[config.mk]
export PLATFORM = sky130hd
export DESIGN_NAME = uart_tx_param
export DESIGN_NICKNAME = d
export VERILOG_FILES = /design/src/rtl/uart_pkg.sv /design/src/rtl/uart_tx_fifo.sv /design/src/rtl/uart_tx_param.sv
export SDC_FILE = /design/constraint.sdc
export NUM_CORES = 1
export LEC_CHECK = 0
export CAP_MARGIN = 5
export CORE_MARGIN = 2
export CORE_UTILIZATION = 55
export CTS_CLUSTER_SIZE = 8
export DETAILED_ROUTE_END_ITERATION = 10
export PLACE_DENSITY = 0.77
export SLEW_MARGIN = 0
export SYNTH_ARGS = -nofsm -noshare
export SYNTH_HDL_FRONTEND = slang
export SYNTH_HIERARCHICAL = 1
export SYNTH_SLANG_ARGS = --single-unit
[constraint.sdc]
create_clock -name clk -period 3.7 [get_ports clk]
set_input_delay 0.74 -clock clk [delete_from_list [all_inputs] [get_ports clk]]
set_output_delay 0.74 -clock clk [all_outputs]
set_load 0.02 [all_outputs]
[src/rtl/uart_pkg.sv]
// uart_pkg: shared state encoding, parity modes and parity helpers for the UART transmitter
package uart_pkg;
  typedef enum logic [2:0] {
    IDLE   = 3'd0,
    START  = 3'd1,
    DATA   = 3'd2,
    PARITY = 3'd3,
    STOP   = 3'd4
  } state_t;

  localparam logic [1:0] PAR_NONE = 2'b00;
  localparam logic [1:0] PAR_EVEN = 2'b01;
  localparam logic [1:0] PAR_ODD  = 2'b10;

  // Data narrower than 9 bits is zero-extended by the caller, which leaves the XOR unchanged
  function automatic logic parity_bit(input logic [8:0] data, input logic [1:0] mode);
    return (^data) ^ (mode == PAR_ODD);
  endfunction

  // Mode 11 is reserved and behaves like no parity
  function automatic logic has_parity(input logic [1:0] mode);
    return (mode == PAR_EVEN) || (mode == PAR_ODD);
  endfunction
endpackage

[src/rtl/uart_tx_fifo.sv]
// uart_tx_fifo: small power-of-two FIFO queuing words for the transmitter
module uart_tx_fifo #(
  parameter int WIDTH = 8,
  parameter int DEPTH = 4
) (
  input  logic                   clk,
  input  logic                   n_rst,
  input  logic [WIDTH-1:0]       push_data,
  input  logic                   push,
  input  logic                   pop,
  output logic [WIDTH-1:0]       pop_data,
  output logic [$clog2(DEPTH):0] count,
  output logic                   full,
  output logic                   empty
);
  localparam int AW = $clog2(DEPTH);

  logic [WIDTH-1:0] mem [DEPTH];
  logic [AW-1:0]    wr_ptr, rd_ptr;
  logic             do_push, do_pop;

  assign full     = count == (AW+1)'(DEPTH);
  assign empty    = count == '0;
  assign do_push  = push && !full;
  assign do_pop   = pop && !empty;
  assign pop_data = mem[rd_ptr];

  // Storage and pointers; pointers wrap naturally because DEPTH is a power of two
  always_ff @(posedge clk or negedge n_rst) begin
    if (!n_rst) begin
      wr_ptr <= '0;
      rd_ptr <= '0;
      count  <= '0;
      for (int i = 0; i < DEPTH; i++) mem[i] <= '0;
    end else begin
      if (do_push) begin
        mem[wr_ptr] <= push_data;
        wr_ptr      <= wr_ptr + 1'b1;
      end
      if (do_pop) rd_ptr <= rd_ptr + 1'b1;
      count <= count + (AW+1)'(do_push) - (AW+1)'(do_pop);
    end
  end
endmodule

[src/rtl/uart_tx_param.sv]
// uart_tx_param: parametrised UART transmitter with input FIFO, runtime parity and stop-bit selection
module uart_tx_param
  import uart_pkg::*;
#(
  parameter int DATA_BITS    = 8,
  parameter int CLKS_PER_BIT = 5208,
  parameter int FIFO_DEPTH   = 4
) (
  input  logic                        clk,
  input  logic                        n_rst,
  input  logic [DATA_BITS-1:0]        tx_data,
  input  logic                        tx_valid,
  output logic                        tx_ready,
  input  logic [1:0]                  parity_mode,
  input  logic                        two_stop,
  output logic                        tx,
  output logic                        busy,
  output logic [$clog2(FIFO_DEPTH):0] fifo_count,
  output logic [2:0]                  tx_state
);
  localparam int CW = $clog2(CLKS_PER_BIT);
  localparam int IW = $clog2(DATA_BITS);

  state_t               state;
  logic [CW-1:0]        baud;
  logic [IW-1:0]        bit_idx;
  logic [DATA_BITS-1:0] shift, head;
  logic [1:0]           mode_r;
  logic                 two_r, stop2, par_r;
  logic                 full, empty, tick, pop;

  uart_tx_fifo #(.WIDTH(DATA_BITS), .DEPTH(FIFO_DEPTH)) u_fifo (
    .clk       (clk),
    .n_rst     (n_rst),
    .push_data (tx_data),
    .push      (tx_valid),
    .pop       (pop),
    .pop_data  (head),
    .count     (fifo_count),
    .full      (full),
    .empty     (empty)
  );

  assign tx_ready = !full;
  assign tick     = baud == CW'(CLKS_PER_BIT - 1);
  assign busy     = state != IDLE;
  assign tx_state = state;
  // A new frame starts from IDLE or straight out of the final stop bit, giving back-to-back frames
  assign pop      = !empty && (state == IDLE || (state == STOP && tick && (!two_r || stop2)));

  // Frame FSM: latches config at pop, shifts data LSB first, advances only on baud terminal count
  always_ff @(posedge clk or negedge n_rst) begin
    if (!n_rst) begin
      state   <= IDLE;
      tx      <= 1'b1;
      baud    <= '0;
      bit_idx <= '0;
      shift   <= '0;
      mode_r  <= PAR_NONE;
      two_r   <= 1'b0;
      stop2   <= 1'b0;
      par_r   <= 1'b0;
    end else if (pop) begin
      state  <= START;
      tx     <= 1'b0;
      baud   <= '0;
      shift  <= head;
      mode_r <= parity_mode;
      two_r  <= two_stop;
      stop2  <= 1'b0;
      par_r  <= parity_bit(9'(head), parity_mode);
    end else if (state != IDLE) begin
      baud <= tick ? '0 : baud + 1'b1;
      if (tick) begin
        case (state)
          START: begin
            state   <= DATA;
            tx      <= shift[0];
            shift   <= shift >> 1;
            bit_idx <= '0;
          end
          DATA: begin
            if (bit_idx == IW'(DATA_BITS - 1)) begin
              state <= has_parity(mode_r) ? PARITY : STOP;
              tx    <= has_parity(mode_r) ? par_r : 1'b1;
            end else begin
              bit_idx <= bit_idx + 1'b1;
              tx      <= shift[0];
              shift   <= shift >> 1;
            end
          end
          PARITY: begin
            state <= STOP;
            tx    <= 1'b1;
          end
          STOP: begin
            if (two_r && !stop2) stop2 <= 1'b1;
            else state <= IDLE;
          end
          default: state <= IDLE;
        endcase
      end
    end
  end
endmodule

==> impl_results.md <==
- Run status: finished clean
- Worst reg-to-reg setup slack: 480 ps
- Place WS: 492 ps
- Adder-cell share of the synthesized area: 2.93%
- First-pass GRT wire length: 16,500 um
- Syn. warnings: 6
- HP Class: reg2reg
- Initial antenna violation count: 0
- Max Fclk: 310 MHz
- Sw frac: 36.4%
- DR vias: 3,239
- Final Max Tran Viols: 0
- Final WL: 9530 um
- P&R area growth vs syn: 8.58%
- P_leak: 1.86 nW
- Multiplexer share of the synthesized area: 4.98%
- Slew @ Worst Pin: 928 ps
- Synth Area in Simple Gates: 21.4%
- Total Routing Usage GR: 23.2%
- CP Max Fanout: 11
- Root buffer cell: clkbuf_8
- Crit-path most repeated cell: ha_1
- Synth Cell Area: 4520 um^2
- Nets: 440
- RSZ-0062 raised after global routing: no
- Synthesis-stage register bit count: 72
- Final setup viols: 0
- CP arrival: 3450 ps
- Sequential share of the synthesized area: 39.9%
- FFs w/ async S/R, synth: 100%
- Area leader, netlist: dfrtp_1
- Compound-gate portion of the synthesized area: 20.6%
- Reg clk slew, reported paths: 80 ps
- Post-synth EDFFs: 0
- CTS max path bufs: 2
- Via density: 6.16
- Final period util: 87.2%
- CP Launch Point: baud[0]$_DFFE_PN0P_
- Core Area: 8090 um^2
- Worst EP required: 3920 ps
- Final hold vios: 0
- Crit path launch type: register
- DRC: 0
- CTS sink cnt: 72
- FF-to-FF End: u_fifo/count[2]$_DFF_PN0_
- Synth Net Count: 440
- Top-area cell type share of the netlist area: 39.3%
- Crit path cell chain: ha_1, and4b_1, and3_4, a31oi_4, or2_4, inv_6, o31a_1, ha_1, inv_1, ha_1, fa_1, xor2_1, xnor2_1
- DIE HEIGHT: 94.7 um
- WL/cell: 18.1 um
- Syn avg cell area: 10.9 um^2
- Fin Clk Skew: 9.07 ps
- Post-Synth XOR/XNOR Area: 4.45%
- Critical path capture point: u_fifo/count[2]$_DFF_PN0_
- # rows: 33
- CP peak stage delay: 420 ps
- Floorplan die width: 94.7 um
- Int Pwr: 2.13 mW
- Main flop type after synthesis: dfrtp_1
- Syn Inst Count: 416
- Largest family of logic cells by synthesized area: simple AND/OR/NAND/NOR gates
- P_sw: 1.22 mW
- Post-CTS sizing: 0
- Worst Setup End Kind: register
- Worst VDD drop: 0.464 mV
- PnR worst setup slack: 475 ps
- CTS Hold Bufs: 0
- Synth area leaders: dfrtp_1 39%, nand4bb_1 8.5%, a21bo_2 7.1%
- Layout cells sized above 1: 19.0%
- DRT Pass-1 Iters: 4
- Power Density: 682 nW/um^2
- Min Tclk post-route: 3220 ps
- Reg2reg start: baud[0]$_DFFE_PN0P_
- Clk network pwr share: 19.6%
- Slew headroom: 38.1%
- Post-CTS Setup Repair Bufs: 0
- Ant diodes: 0
- RD Place Congestion: 0.852
- I/O pins: 23
- Sequential power share: 34.6%
- TritonCTS clock tree: built
- Total global routing overflow: 0
- R2R depth: 13
- Power Total: 3.35 mW
- Die Area: 8960 um^2
- TNS Setup: 0 ps
- Vias in the first global route: 3,320
- Number of I/O port buffers: 22
- Largest net degree at the start of global routing: 73
- Synth cell types: 53
- Post-DP HPWL: 5780 um
- Max capacitance violation total: 0
- Antenna-violating nets left: 0
- Skew-Pair Late Insertion Delay: 350 ps
- CTS Buf Count: 9
- Max H-tree Level: 3
- Crit path kind: reg2reg
- Combinational share of power: 45.8%
- Initial Util: 55.9%
- DR iter-0 viols: 208
- CP max stage cell: dfrtp_1
## area by class of cell
cell class / count / area [um^2]
clock buffers: 10 / 138
clock inverters: 6 / 67.6
fillers: 687 / 3180
inverters: 12 / 50.0
multi-input cells: 292 / 2460
flip-flops and latches: 72 / 1800
well taps: 105 / 131
repair buffers: 29 / 263
## worst max-delay path, delay by kind of cell (launching register included)
| family | cells | cell delay [ps] |
|---|---|---|
| and+or+nand+nor | 3 | 660 |
| adders and majority gates | 4 | 1100 |
| AOI/OAI and AO/OA | 2 | 510 |
| buffers and inverters | 2 | 100 |
| xor gates and xnor gates | 2 | 300 |
| DFF | 1 | 420 |
## layout by cell type (no fill, tap or decap), types with 10 or more instances in the layout
cell type / synthesis / layout
dfrtp_1: 71 / 71
nand3_1: 38 / 38
o211ai_1: 35 / 35
nand4bb_1: 34 / 34
a21bo_2: 32 / 32
clkdlybuf4s50_1: 0 / 20
nor2_1: 15 / 15
nand2_1: 15 / 15
xnor2_1: 14 / 14
inv_1: 11 / 11
o21ai_0: 11 / 11
clkbuf_8: 0 / 10
## how the worst min path moves through the flow
stage / cells after the start / end / from
global placement: 1 / bit_idx[1]$_DFFE_PN0P_ / bit_idx[1]$_DFFE_PN0P_
global route: 1 / shift[1]$_DFFE_PN0P_ / shift[1]$_DFFE_PN0P_
detailed placement: 1 / bit_idx[2]$_DFFE_PN0P_ / bit_idx[2]$_DFFE_PN0P_
finish: 1 / bit_idx[2]$_DFFE_PN0P_ / bit_idx[2]$_DFFE_PN0P_
floorplan: 0 / baud[0]$_DFFE_PN0P_ / n_rst
CTS: 1 / bit_idx[2]$_DFFE_PN0P_ / bit_idx[2]$_DFFE_PN0P_
## power groups by stage
stage	clock [mW]	combinational, mW	sequential (mW)
3_3_place_gp	0	1.51	1.15
4_1_cts	0.674	1.55	1.16
5_1_grt	0.694	1.68	1.19
3_5_place_dp	0	1.55	1.17
2_1_floorplan	0	1.25	1.15
6_report	0.656	1.54	1.16
## logic make-up after synthesis
| kind of cell | after synthesis |
|---|---|
| AO/OA/AOI/OAI | 112 |
| XOR/XNOR | 23 |
| adder cells (fa/ha/maj) | 10 |
| buffers and inverters | 52 |
| flip-flops | 72 |
| multiplexers | 11 |
| AND/OR/NAND/NOR | 136 |
## routing by layer
metal | global-route usage, % | part of all wire [%] | vias to the layer above
met2 | 38.4 | 51 | 64
li1 | - | - | 1564
met3 | 4.95 | 3.9 | 10
met5 | 0 | 0 | -
met4 | 7.25 | 1.2 | 0
met1 | 30.8 | 44 | 1601
## cells in the mapped netlist (6+ instances only)
cell type / n
dfrtp_1: 71
nand3_1: 38
o211ai_1: 35
nand4bb_1: 34
a21bo_2: 32
clkbuf_1: 17
buf_2: 16
nand2_1: 15
nor2_1: 15
xnor2_1: 14
inv_1: 11
o21ai_0: 11
ha_1: 9
xor2_1: 9
mux4_2: 8
nand2b_1: 8
o21a_1: 7
o32a_1: 7
a21oi_1: 6
## metrics by stage
step / std cells / util [%] / cell area (um^2) / hold WS (ps)
after floorplan: 416 / - / 4520 / 444
after global placement: 510 / 58.1 / 4700 / 471
after detailed placement: 510 / 58.1 / 4700 / 473
after CTS: 526 / 60.7 / 4910 / 492
after global routing: 526 / 60.7 / 4910 / 510
final: 526 / 60.7 / 4910 / 487
## sequential cells by signal, summed over array words and instances (netlist names)
signal / count
stop2: 1
u_fifo/mem: 32
u_fifo/wr_ptr: 2
mode_r: 2
shift: 8
u_fifo/count: 3
par_r: 1
u_fifo/rd_ptr: 2
bit_idx: 3
baud: 13
two_r: 1
tx_state: 3
tx: 1
No activity file was read; power rests on OpenSTA's default activity.
